## src/rtl/wb_ctrl_pipe.sv

```systemverilog
// Writeback-control decoder and pipeline carrier: decodes MemtoReg/RegWrite/dest in ID
// and shifts them through STAGES registers to WB, with stall, flush, $0 suppression and a retire counter.
module wb_ctrl_pipe #(
  parameter int STAGES = 3,
  parameter int DEST_W = 5,
  parameter int CNT_W  = 16
) (
  input  logic                     clk,
  input  logic                     rst,
  input  logic                     in_valid,
  input  logic [5:0]               opcode,
  input  logic [DEST_W-1:0]        rt,
  input  logic [DEST_W-1:0]        rd,
  input  logic                     stall,
  input  logic                     flush,
  output logic                     wb_valid,
  output logic                     wb_mem_to_reg,
  output logic                     wb_reg_write,
  output logic [DEST_W-1:0]        wb_dest,
  output logic [STAGES-1:0]        pend_reg_write,
  output logic [STAGES*DEST_W-1:0] pend_dest,
  output logic                     illegal_op,
  output logic [CNT_W-1:0]         retire_count
);

  logic              decValid;
  logic              decMemToReg;
  logic              decRegWrite;
  logic [DEST_W-1:0] decDest;
  logic              decIllegal;

  logic [STAGES-1:0]        stageValid_q, stageValid_d;
  logic [STAGES-1:0]        stageMemToReg_q, stageMemToReg_d;
  logic [STAGES-1:0]        stageRegWrite_q, stageRegWrite_d;
  logic [STAGES*DEST_W-1:0] stageDest_q, stageDest_d;
  logic                     illegal_q, illegal_d;
  logic [CNT_W-1:0]         count_q, count_d;

  // Unknown opcodes decode as bubbles; the illegal flag is only meaningful when in_valid is set.
  always_comb begin
    decValid    = 1'b0;
    decMemToReg = 1'b0;
    decRegWrite = 1'b0;
    decDest     = '0;
    decIllegal  = 1'b0;
    if (in_valid) begin
      case (opcode)
        6'b000000: begin
          decValid    = 1'b1;
          decRegWrite = 1'b1;
          decDest     = rd;
        end
        6'b001000, 6'b001101, 6'b001100, 6'b001010: begin
          decValid    = 1'b1;
          decRegWrite = 1'b1;
          decDest     = rt;
        end
        6'b100011: begin
          decValid    = 1'b1;
          decRegWrite = 1'b1;
          decMemToReg = 1'b1;
          decDest     = rt;
        end
        6'b101011, 6'b000010, 6'b000100, 6'b000101: begin
          decValid = 1'b1;
        end
        6'b111111: begin
          decValid = 1'b0;
        end
        default: begin
          decIllegal = 1'b1;
        end
      endcase
      if (decDest == '0) decRegWrite = 1'b0;
    end
  end

  always_comb begin
    stageValid_d    = stageValid_q;
    stageMemToReg_d = stageMemToReg_q;
    stageRegWrite_d = stageRegWrite_q;
    stageDest_d     = stageDest_q;
    illegal_d       = illegal_q;
    count_d         = count_q;

    if (!stall) begin
      for (int i = 1; i < STAGES; i++) begin
        stageValid_d[i]                  = stageValid_q[i-1];
        stageMemToReg_d[i]               = stageMemToReg_q[i-1];
        stageRegWrite_d[i]               = stageRegWrite_q[i-1];
        stageDest_d[i*DEST_W +: DEST_W]  = stageDest_q[(i-1)*DEST_W +: DEST_W];
      end
      illegal_d = decIllegal && !flush;
      if (stageValid_q[STAGES-1] && stageRegWrite_q[STAGES-1] && (count_q != '1))
        count_d = count_q + 1'b1;
    end

    // Flush wins even under stall: only stage 0 is replaced, older stages keep their state.
    if (flush) begin
      stageValid_d[0]         = 1'b0;
      stageMemToReg_d[0]      = 1'b0;
      stageRegWrite_d[0]      = 1'b0;
      stageDest_d[DEST_W-1:0] = '0;
    end else if (!stall) begin
      stageValid_d[0]         = decValid;
      stageMemToReg_d[0]      = decMemToReg;
      stageRegWrite_d[0]      = decRegWrite;
      stageDest_d[DEST_W-1:0] = decDest;
    end
  end

  always_ff @(posedge clk or posedge rst) begin
    if (rst) begin
      stageValid_q    <= '0;
      stageMemToReg_q <= '0;
      stageRegWrite_q <= '0;
      stageDest_q     <= '0;
      illegal_q       <= 1'b0;
      count_q         <= '0;
    end else begin
      stageValid_q    <= stageValid_d;
      stageMemToReg_q <= stageMemToReg_d;
      stageRegWrite_q <= stageRegWrite_d;
      stageDest_q     <= stageDest_d;
      illegal_q       <= illegal_d;
      count_q         <= count_d;
    end
  end

  assign wb_valid       = stageValid_q[STAGES-1];
  assign wb_mem_to_reg  = stageMemToReg_q[STAGES-1];
  assign wb_reg_write   = stageRegWrite_q[STAGES-1];
  assign wb_dest        = stageDest_q[(STAGES-1)*DEST_W +: DEST_W];
  assign pend_reg_write = stageRegWrite_q;
  assign pend_dest      = stageDest_q;
  assign illegal_op     = illegal_q;
  assign retire_count   = count_q;

endmodule

```

## config.mk

```make
export PLATFORM = sky130hd
export DESIGN_NAME = wb_ctrl_pipe
export DESIGN_NICKNAME = d
export VERILOG_FILES = /design/src/rtl/wb_ctrl_pipe.sv
export SDC_FILE = /design/constraint.sdc
export NUM_CORES = 1
export LEC_CHECK = 0
export ABC_AREA = 1
export CORE_MARGIN = 8
export CORE_UTILIZATION = 50
export DETAILED_ROUTE_END_ITERATION = 12
export PLACE_DENSITY = 0.83
export SLEW_MARGIN = 20
export SYNTH_ARGS = -nofsm -noshare
export SYNTH_HDL_FRONTEND = slang
export SYNTH_SLANG_ARGS = --single-unit
```

## constraint.sdc

```tcl
create_clock -name clk -period 2.5 [get_ports clk]
set_input_delay 0.5 -clock clk [delete_from_list [all_inputs] [get_ports clk]]
set_output_delay 0.5 -clock clk [all_outputs]
set_load 0.005 [all_outputs]
```

== Word level (Yosys, flattened, before mapping) ==
Index checks and enable logic that the tools add are counted.
Storage, ports and cells
  bits in registers: 41
  word-level logic and storage cells: 55
  input bits: 21
  output and inout port bits: 43
Cells by class
  reductions and logical operators: 11
  muxes and demuxes: 20
  equality and inequality tests: 12
  add/sub/neg operators: 1
  bitwise logic cells: 1
Operators by type and width (number)
  6-bit by 4-bit == test with 1-bit output (second input constant): 4
  5-bit 2-to-1 mux: 4
  6-bit == test (second input constant): 3
  16-bit by 1-bit adder with 16-bit output (second input constant): 1
  16-bit != test (second input constant): 1
  1-bit 2-to-1 mux: 15
  6-bit by 3-bit == test with 1-bit output (second input constant): 2
  11-bit OR reduction: 1
  5-bit case mux with 2 select lines: 1
  10-bit OR reduction: 1
  6-bit by 2-bit == test with 1-bit output (second input constant): 1
  6-bit zero test: 1
  6-bit OR reduction: 1
  5-bit zero test: 1
  5-bit OR reduction: 1
  1-bit logical AND: 3
  2-bit by 1-bit != test with 1-bit output (second input constant): 1
  2-bit AND reduction: 1
  1-bit zero test: 1
  1-bit NOT: 1

== Longest topological paths before layout ==
Gate-level depths: netlist (run 1).
  depth after elaboration: 9
  mapped depth: 11
  mapped depth without buffers: 11

== Least setup slack after synthesis (run 1) ==
OpenSTA, ideal clock, no wires.
  path type: register -> register
  start: reg count_q[0] (netlist: retire_count[0])
  end: reg count_q[2] (netlist: retire_count[2])
  stages on the path, launching flop included: 10
  data required time: 2383 ps
  arrival time: 1588 ps
  period minus slack after synthesis: 1705 ps
  setup slack: 795 ps
  cells stage by stage: dfrtp_1 -> ha_1 -> nand3_2 -> nor2_4 -> nand3_2 -> o21ai_4 -> inv_4 -> buf_6 -> nand3_1 -> nand2_1
On the way
  word-level cells in the longest chain between the ends: 3
RTL lines
  from (decl): RTL line 37  | logic [CNT_W-1:0] count_q, count_d;
  from (signal assigned): RTL line 126  | count_q <= count_d;
  parallel branches: the longest is 3 deep, another holds 16-bit by 1-bit adder with 16-bit output
Several ways; the timed one is not identified.
A chain may end at the register's enable or synchronous reset.

== Final worst setup path (run 1) ==
  start: reg count_q[0] (netlist: retire_count[0])
  end: reg count_q[7] (netlist: retire_count[7])
The elaborated chain is that of the path after synthesis.

==> flow_summary.ini, run 1 <==
[clock_tree]
cts_buffer_depth = 2
cts_sinks = 41
cts_buffers = 5
worst_skew_pair.late_latency_ns = 0.29
cts_resized = 0
ctsHoldBuffers = 0
path_clk_slew_ns = 0.08
tritoncts = done
cts-root-buf = clkbuf_8
post_cts_buffers = 0
cts_max_level = 2

[timing]
slew_headroom_pct = 66.5
finalCritPeriodShare_pct = 79.6
finalHoldViolCount = 0
setup_violations = 0
min_period_ns = 1.99
skew_ns = 0.00795
drv_slew = 0
fmax_mhz = 503
setup_tns_ns = 0
rsz0062_at_grt = no
worstMarginPinSlew_ns = 0.503

[global_route]
first_global_vias = 1830
overflow = 0
track_usage_pct = 15.7
grt_pass1_wl_um = 8310
grt_start_max_net_pins = 42
antenna_found_initial = 0

[hold_path]
hold_depth = 2
hold_end = stageMemToReg_q[2]
min-delay-path-class = flop to flop
min_from = stageMemToReg_q[2]

[yosys]
yosysSeqAreaShare_pct = 46.5
synth-seq-cells = 41
synth_cells = 275
syn_nets = 297
syn_area_um2 = 2210
synth_cell_type_count = 30
synth_top_area_cell = dfrtp_1
synth.area.top_cells = dfrtp_1 (46%), nand2_1 (14%), inv_1 (4.6%), o21ai_2 (4.0%), xor2_1 (4.0%)
post_synth.cell_area_avg_um2 = 8.03
synth_top_area_share_pct = 46.5
yosys_warnings = 0

[placed_design]
portBuffers = 63
hpwl_um = 4060
gp_congestion = 0.824
placed_area_um2 = 2840

[detailed_routing]
ant_nets = 0
drt-wirelength-per-cell_um = 13.6
drc = 0
viasPerCell = 4.98
drt_first_iter_violations = 91
firstDrtPassIters = 4
vias = 1931
routed_wl_um = 5270

[finish]
drive_gt1_share_pct = 12.8
final_core_utilization_pct = 68.6
n_antenna_cell = 0
design_area_um2 = 2950
n_fill_cell = 367
area_growth_pct = 33.5
nets = 358

[setup_path]
startpoint_type = flop
slowest_delay_ns = 0.49
end_kind = flop
arrival_ns = 2.17
timing.reg2reg.setup_slack_ns = 0.51
crit_chain = ha_1 -> nand3_2 -> nor2_4 -> nand3_2 -> o21ai_4 -> inv_4 -> nand2_1 -> o21ai_2
worstPathMaxFanout = 23
cpMaxStageDelayCell = dfrtp_1
r2r_start = retire_count[0]
crit_type = flop to flop
r2r_end = retire_count[7]
reg2reg_depth = 8
cp.required_ns = 2.68
cp_common_cell = nand3_2

[power_and_ir_drop]
p_sw_mw = 0.290
p_per_area_nw_per_um2 = 443
leakage_nw = 1.35
p_seq_share_pct = 51.7
comb_power_share_pct = 8.6
p_clk_share_pct = 39.7
internal_power_mw = 1.02
swShare_pct = 22.2
irDropWorstVdd_uv = 267

[floorplan]
die_y_um = 82.5
die_w_um = 82.5
die_area_um2 = 6800
num_rows = 24
ios = 64
initial_utilization_pct = 51.4
core_area_um2 = 4290

[status]
status = completed

[job]
maxCapViolCount = 0
worst max-delay path by stage:
stage	cells after the start	end	slack [ns]	from
after floorplan	9	retire_count[2]	0.79	retire_count[0]
after global placement	9	pend_reg_write[0]	0.51	opcode[1]
after detailed placement	10	pend_reg_write[0]	0.48	opcode[1]
after CTS	8	retire_count[5]	0.51	retire_count[0]
after global routing	8	retire_count[7]	0.39	retire_count[0]
final	8	retire_count[7]	0.51	retire_count[0]
synth_stat cells:
master and instances:
inv_1 27, xor2_1 10, o21ai_1 9, nor3_2 2, dfrtp_1 41, a22oi_1 1, nand4_1 4, buf_4 6
nand2_2 8, ha_1 1, o21ai_2 10, o22ai_1 2, o21ai_0 8, nand3b_2 1, clkinv_1 2, nor3_1 5
inv_2 7, or2_1 1, o211ai_1 1, nor2_4 1, clkbuf_1 4, buf_6 2, inv_4 1, nor2_1 19
o21ai_4 1, xnor2_1 3, nand3_1 10, nand2_1 85, and3_1 1, nand3_2 2
power by group through the flow:
| stage | clock network, mW | logic (mW) | registers [mW] |
|---|---|---|---|
| floorplan | 0 | 0.0493 | 0.688 |
| global placement | 0 | 0.111 | 0.688 |
| detailed placement | 0 | 0.113 | 0.688 |
| CTS | 0.522 | 0.114 | 0.675 |
| global route | 0.550 | 0.125 | 0.676 |
| finish | 0.518 | 0.112 | 0.675 |
per-layer routing:
| metal | up-vias | wire length, µm | part of all wire [%] | GRT usage (%) |
|---|---|---|---|---|
| met3 | 11 | 267 | 5.1 | 2.92 |
| met1 | 899 | 2270 | 43 | 20.2 |
| met5 | - | 0 | 0 | 0 |
| li1 | 969 | - | - | - |
| met4 | 0 | 104 | 2.0 | 8.25 |
| met2 | 52 | 2630 | 50 | 24.7 |
placed cells by master, fill, tap and decap left out, types with 3 or more instances in the layout:
cell type | synthesis | routed
nand4_1 | 4 | 4
nand3_1 | 10 | 10
o21ai_2 | 10 | 10
inv_2 | 7 | 7
nor3_1 | 5 | 5
o21ai_1 | 9 | 9
o21ai_0 | 8 | 8
clkdlybuf4s50_1 | 0 | 63
xor2_1 | 10 | 10
dfrtp_1 | 41 | 41
nand2_1 | 85 | 85
inv_1 | 27 | 27
nand2_2 | 8 | 8
xnor2_1 | 3 | 3
nor2_1 | 19 | 19
clkbuf_8 | 0 | 5
buf_4 | 6 | 3
stage by stage:
step | std cells | setup WS (ns) | hold WS [ns] | power, mW
after CTS | 388 | 0.512 | 0.492 | 1.31
after floorplan | 275 | 0.795 | 0.442 | 0.737
after detailed placement | 381 | 0.476 | 0.461 | 0.802
final | 388 | 0.510 | 0.490 | 1.31
after global routing | 388 | 0.393 | 0.525 | 1.35
after global placement | 381 | 0.514 | 0.449 | 0.800
area by class of cell:
type,count,area [µm²],share of cell area [%]
clock buffer,5,68.8,2.33
clock inverter,2,35.0,1.19
inverter,37,141,4.80
multi-input combinational,185,958,32.5
sequential,41,1030,34.8
tap,52,65.1,2.21
timing repair buffer,66,653,22.2
cell families (layout without fill, tap and decap cells):
group,after synthesis,count (layout),synth area share (%)
simple gates,139,139,27.9
buf+inv,49,110,10.1
flops,41,41,46.5
compound gates,32,32,9.80
xor+xnor,13,13,5.16
fa+ha+maj,1,1,0.566
critical path: cells and delay by family, from the launching register on:
kind	cells	cell delay, ns
AOI/OAI and AO/OA	2	0.38
adders and majority gates	1	0.28
buffers and inverters	1	0.21
DFF	1	0.49
and+or+nand+nor	4	0.51
state kept, by name (all words and copies together), names as in the netlist:
signal	count
illegal_op	1
pend_dest	15
pend_reg_write	3
retire_count	16
stageMemToReg_q	3
stageValid_q	3
Note: power is estimated with default switching activity, not from simulation.
==> run 2, diff against run 1 <==
--- a/config.mk
+++ b/config.mk
@@ -7,9 +7,9 @@
 export LEC_CHECK = 0
 export ABC_AREA = 1
 export CORE_MARGIN = 8
-export CORE_UTILIZATION = 50
+export CORE_UTILIZATION = 47
 export DETAILED_ROUTE_END_ITERATION = 12
-export PLACE_DENSITY = 0.83
+export PLACE_DENSITY = 0.78
 export SLEW_MARGIN = 20
 export SYNTH_ARGS = -nofsm -noshare
 export SYNTH_HDL_FRONTEND = slang
==> constraint.sdc (replaced) <==
create_clock -name clk -period 2.1 [get_ports clk]
set_input_delay 0.42 -clock clk [delete_from_list [all_inputs] [get_ports clk]]
set_output_delay 0.42 -clock clk [all_outputs]
set_load 0.005 [all_outputs]
==> run 2 against run 1 <==
- count of clock-buffer cells in the layout increased by 2
- sequential power grew 19%
- critical path depth unchanged
- final cell count up 1.3%
- via count rose by 0.36%
- register-to-register slack got worse by 0.18 ns
- die area rose by 5.1%
- global-route usage up 0.10 points
- worst setup slack worse by 0.18 ns
- largest cell class unchanged
==> flow_summary.ini, run 2 (synthesis gave the netlist of run 1 again) <==
[setup_path]
crit_type = flop to flop
end_kind = flop
worstPathMaxFanout = 23
arrival_ns = 1.96
startpoint_type = flop
cp.required_ns = 2.29

[global_route]
grt_pass1_wl_um = 9170
first_global_vias = 2039
antenna_found_initial = 0
overflow = 0
track_usage_pct = 15.8
grt_start_max_net_pins = 42

[detailed_routing]
wl_met1_um = 2060
drc = 0
wl_met2_um = 2540
routed_wl_um = 5110
ant_nets = 0
drt_first_iter_violations = 68
firstDrtPassIters = 5
drt-wirelength-per-cell_um = 13.0
highest_layer = met4
vias = 1938
viasPerCell = 4.93
wl_met3_um = 426

[floorplan]
die_w_um = 84.5
num_rows = 25
die_area_um2 = 7150
die_y_um = 84.5
core_area_um2 = 4630
initial_utilization_pct = 47.7
ios = 64

[placed_design]
dpl_worst_slack_ns = 0.163
portBuffers = 63
hpwl_um = 3970
placed_cells = 385
gp_congestion = 0.874

[power_and_ir_drop]
comb_power_share_pct = 8.8
irDropWorstVdd_uv = 349
swShare_pct = 23.5
power_mw = 1.52
p_clk_share_pct = 38.3
p_sw_mw = 0.357
leakage_nw = 1.36
p_seq_share_pct = 52.9
internal_power_mw = 1.16
p_per_area_nw_per_um2 = 513

[clock_tree]
post_cts_buffers = 0
ctsHoldBuffers = 0
cts-root-buf = clkbuf_8
path_clk_slew_ns = 0.08
cts_resized = 0
cts_buffers = 5
cts_max_level = 2
cts_sinks = 41
tritoncts = done
cts_buffer_depth = 2
worst_skew_pair.late_latency_ns = 0.30

[timing]
fmax_mhz = 565
finalCritPeriodShare_pct = 84.3
worstMarginPinSlew_ns = 0.506
rsz0062_at_grt = no
setup_violations = 0
finalHoldViolCount = 0
min_period_ns = 1.77
drv_slew = 0
skew_ns = 0.00742
setup_tns_ns = 0
fin_ws_ns = 0.331
slew_headroom_pct = 66.3

[finish]
drive_gt1_share_pct = 13.6
final_cell_mix = nand2_1 (85), clkdlybuf4s50_1 (63), dfrtp_1 (41)
instances_no_fill = 393
largest_reg_flops = 16
nets = 360
mostFrequentLayoutCell = nand2_1
n_antenna_cell = 0
area_growth_pct = 34.2

[job]
maxCapViolCount = 0

[status]
status = completed

[hold_path]
min-delay-path-class = flop to flop
-- run 2: cell count changes in the layout (fill, tap and decap cells not counted), sizes merged --
cell / delta
buf: +2
clkbuf: +2
bufinv: -1
-- run 2: stage by stage --
| step | area (µm²) | hold WS [ns] | utilization (%) |
|---|---|---|---|
| floorplan | 2210 | 0.442 | - |
| global placement | 2860 | 0.456 | 61.8 |
| detailed placement | 2860 | 0.466 | 61.8 |
| CTS | 2960 | 0.487 | 64.0 |
| global route | 2960 | 0.528 | 64.0 |
| finish | 2960 | 0.480 | 64.0 |
-- run 2: layer usage --
layer  vias up  global-route usage, %
li1        974                      -
met1       898                   17.1
met2        58                   26.7
met3         8                   6.93
met4         0                   5.83
met5         -                      0
-- run 2: layout make-up --
cell class / instances / area (µm²)
clock buffers: 7 / 96.3
fillers: 416 / 1670
well taps: 54 / 67.6
flip-flops and latches: 41 / 1030
inverters: 37 / 141
repair buffers: 68 / 668
multi-input cells: 185 / 958
clock inverters: 1 / 5.00
-- run 2: worst paths after layout --
kind | start | to | slack [ns] | cells past startpoint
worst max-delay path | retire_count[0] | retire_count[5] | 0.33 | 8
worst min-delay path | stageMemToReg_q[1] | stageMemToReg_q[2] | 0.48 | 2
worst max register to register | retire_count[0] | retire_count[5] | 0.33 | 8
worst min register to register | stageMemToReg_q[1] | stageMemToReg_q[2] | 0.48 | 2
max in group asynchronous | rst | retire_count[14] | 1.21 | 3
min in group asynchronous | rst | pend_dest[13] | 0.53 | 3
-- run 2: power by group through the flow --
stage	Combinational (mW)	Clock [mW]	Sequential (mW)
final	0.134	0.581	0.804
after global routing	0.151	0.623	0.805
after CTS	0.137	0.592	0.804
after detailed placement	0.136	0	0.819
after global placement	0.133	0	0.819
after floorplan	0.0587	0	0.819
-- run 2: worst max-delay path, stage by stage, from the launching register on --
cell and delay, ns:
dfrtp_1 0.45, ha_1 0.27, nand3_2 0.14, nor2_4 0.15, nand3_2 0.11, o21ai_4 0.19
inv_4 0.16, nand2_1 0.11, o21ai_2 0.06
==> run 3, diff against run 2 <==
--- a/config.mk
+++ b/config.mk
@@ -7,9 +7,9 @@
 export LEC_CHECK = 0
 export ABC_AREA = 1
 export CORE_MARGIN = 8
-export CORE_UTILIZATION = 47
+export CORE_UTILIZATION = 43
 export DETAILED_ROUTE_END_ITERATION = 12
-export PLACE_DENSITY = 0.78
+export PLACE_DENSITY = 0.75
 export SLEW_MARGIN = 20
 export SYNTH_ARGS = -nofsm -noshare
 export SYNTH_HDL_FRONTEND = slang
==> constraint.sdc (replaced) <==
create_clock -name clk -period 1.5 [get_ports clk]
set_input_delay 0.3 -clock clk [delete_from_list [all_inputs] [get_ports clk]]
set_output_delay 0.3 -clock clk [all_outputs]
set_load 0.005 [all_outputs]
==> run 3 against run 2 <==
- maximum frequency grew 9.5%
- via count grew 15%
- clock power grew 25%
- the flow now finishes with violations (setup timing)
- largest cell class is now non-clock buffers
- critical path type unchanged
==> flow_summary.ini, run 3 (synthesis gave the netlist of run 1 again) <==
[status]
status = finished, violations left
violations = setup timing

[power_and_ir_drop]
irDropWorstVdd_uv = 489
p_per_area_nw_per_um2 = 575
leakage_nw = 2.13

[detailed_routing]
vias = 2231
drt_first_iter_violations = 80
drt-wirelength-per-cell_um = 13.1
routed_wl_um = 6220
drc = 0
ant_nets = 0
firstDrtPassIters = 4
viasPerCell = 4.71

[setup_path]
cpMaxStageDelayCell = dfrtp_1
crit_chain = buf_6 -> ha_4 -> nand3_4 -> nor2_4 -> nand3_2 -> o21ai_4 -> inv_6 -> buf_4 -> nand2_2 -> o21ai_2
end_kind = flop
path_delay_family = flip-flops
startpoint_type = flop
cp.required_ns = 1.69
worstPathMaxFanout = 12
slowest_delay_ns = 0.38
crit_type = flop to flop
cp_num_buf_inv = 3
arrival_ns = 1.81

[timing]
skew_ns = 0.00185
timing.hold.ws_ns = 0.335
rsz0062_at_grt = yes
finalCritPeriodShare_pct = 108
slew_headroom_pct = 79.0
finalHoldViolCount = 0
fmax_mhz = 619
setup_violations = 16
min_period_ns = 1.62
drv_slew = 0
worstMarginPinSlew_ns = 0.311
setup_tns_ns = -1.35
fin_ws_ns = -0.116

[hold_path]
min-delay-path-class = primary input to asynchronous set/reset pin

[floorplan]
initial_utilization_pct = 43.8
die_area_um2 = 7690
die_y_um = 87.7
core_area_um2 = 5040
num_rows = 26
ios = 64
die_w_um = 87.7

[clock_tree]
cts_buffers = 5
cts_max_level = 2
cts_buffer_depth = 2
tritoncts = done
ctsHoldBuffers = 0
path_clk_slew_ns = 0.08
cts_sinks = 41
worst_skew_pair.late_latency_ns = 0.29
cts-root-buf = clkbuf_8

[finish]
drive_gt1_share_pct = 31.2
design_area_um2 = 3610
nets = 425
seqCellArea_um2 = 1030
mostFrequentLayoutCell = nand2_1
area_growth_pct = 63.4
largest_reg_flops = 16
multi_input_area_um2 = 1020
n_fill_cell = 400
final_cell_mix = nand2_1 (80), buf_4 (66), dfrtp_1 (37)
n_antenna_cell = 0

[global_route]
overflow = 0
first_global_vias = 2412
antenna_found_initial = 0
grt_pass1_wl_um = 10300
track_usage_pct = 16.6
grt_start_max_net_pins = 28

[placed_design]
placed_area_um2 = 3170
portBuffers = 63
gp_congestion = 0.855
hpwl_um = 4450

[job]
maxCapViolCount = 0
-- run 3: changes by cell type in the layout (fill, tap and decap cells not counted), moves of 4 or more --
cell             before  now
buf_4                 5   66
clkdlybuf4s50_1      63   24
dlymetal6s2s_1        0   25
dlygate4sd2_1         0   12
nand2_1              85   80
nand2_2               8   13
dfrtp_1              41   37
dfrtp_2               0    4
-- run 3: routing by layer --
layer  routed length (µm)  vias to the layer above  track usage [%]
met3                  372                       13             5.16
met1                 2370                     1048             16.3
li1                     -                     1109                -
met2                 3360                       61             31.3
met4                  122                        0             6.88
met5                    0                        -                0
-- run 3: layout make-up --
| type | instances | share of cell area (%) |
|---|---|---|
| clock buffer | 6 | 2.01 |
| clock inverter | 2 | 0.416 |
| inverter | 37 | 3.99 |
| multi-input combinational | 185 | 28.3 |
| sequential | 41 | 28.6 |
| tap | 70 | 2.43 |
| timing repair buffer | 133 | 34.3 |
-- run 3: power by group --
| group | leakage, nW | internal, mW | switching (mW) |
|---|---|---|---|
| Clock | 0.0374 | 0.328 | 0.401 |
| Combinational | 1.58 | 0.116 | 0.107 |
| Sequential | 0.514 | 1.12 | 0.00779 |
| Total | 2.13 | 1.56 | 0.515 |
-- run 3: repair_timing --
item                                    CTS  global route
cloned                                    0             0
gates resized for setup                  19            39
endpoints found under the hold margin     0             0
endpoints found under the setup margin   40            47
buffers inserted                         21            13
-- run 3: stage by stage --
stage,power [mW],util [%],std cells,worst slack (ns)
after floorplan,1.23,-,275,-0.109
after global routing,2.17,71.6,474,-0.196
after CTS,2.09,67.5,461,-0.0843
after global placement,1.36,62.8,432,-0.240
after detailed placement,1.36,62.8,432,-0.288
final,2.08,71.6,474,-0.116
-- run 3: tightest hold or removal path: stages --
cell and delay, ns:
clkdlybuf4s50_1 0.41, clkinv_1 0.09, buf_12 0.19
-- run 3: final timing paths --
check	from	endpoint	slack [ns]	cells after the start
setup / recovery	retire_count[1]	retire_count[9]	-0.12	10
hold / removal	rst	retire_count[2]	0.34	3
setup reg to reg	retire_count[1]	retire_count[9]	-0.12	10
hold reg to reg	stageMemToReg_q[1]	stageMemToReg_q[2]	0.48	2
max in group asynchronous	rst	pend_dest[13]	0.98	3
min in group clk	stageMemToReg_q[1]	stageMemToReg_q[2]	0.48	2
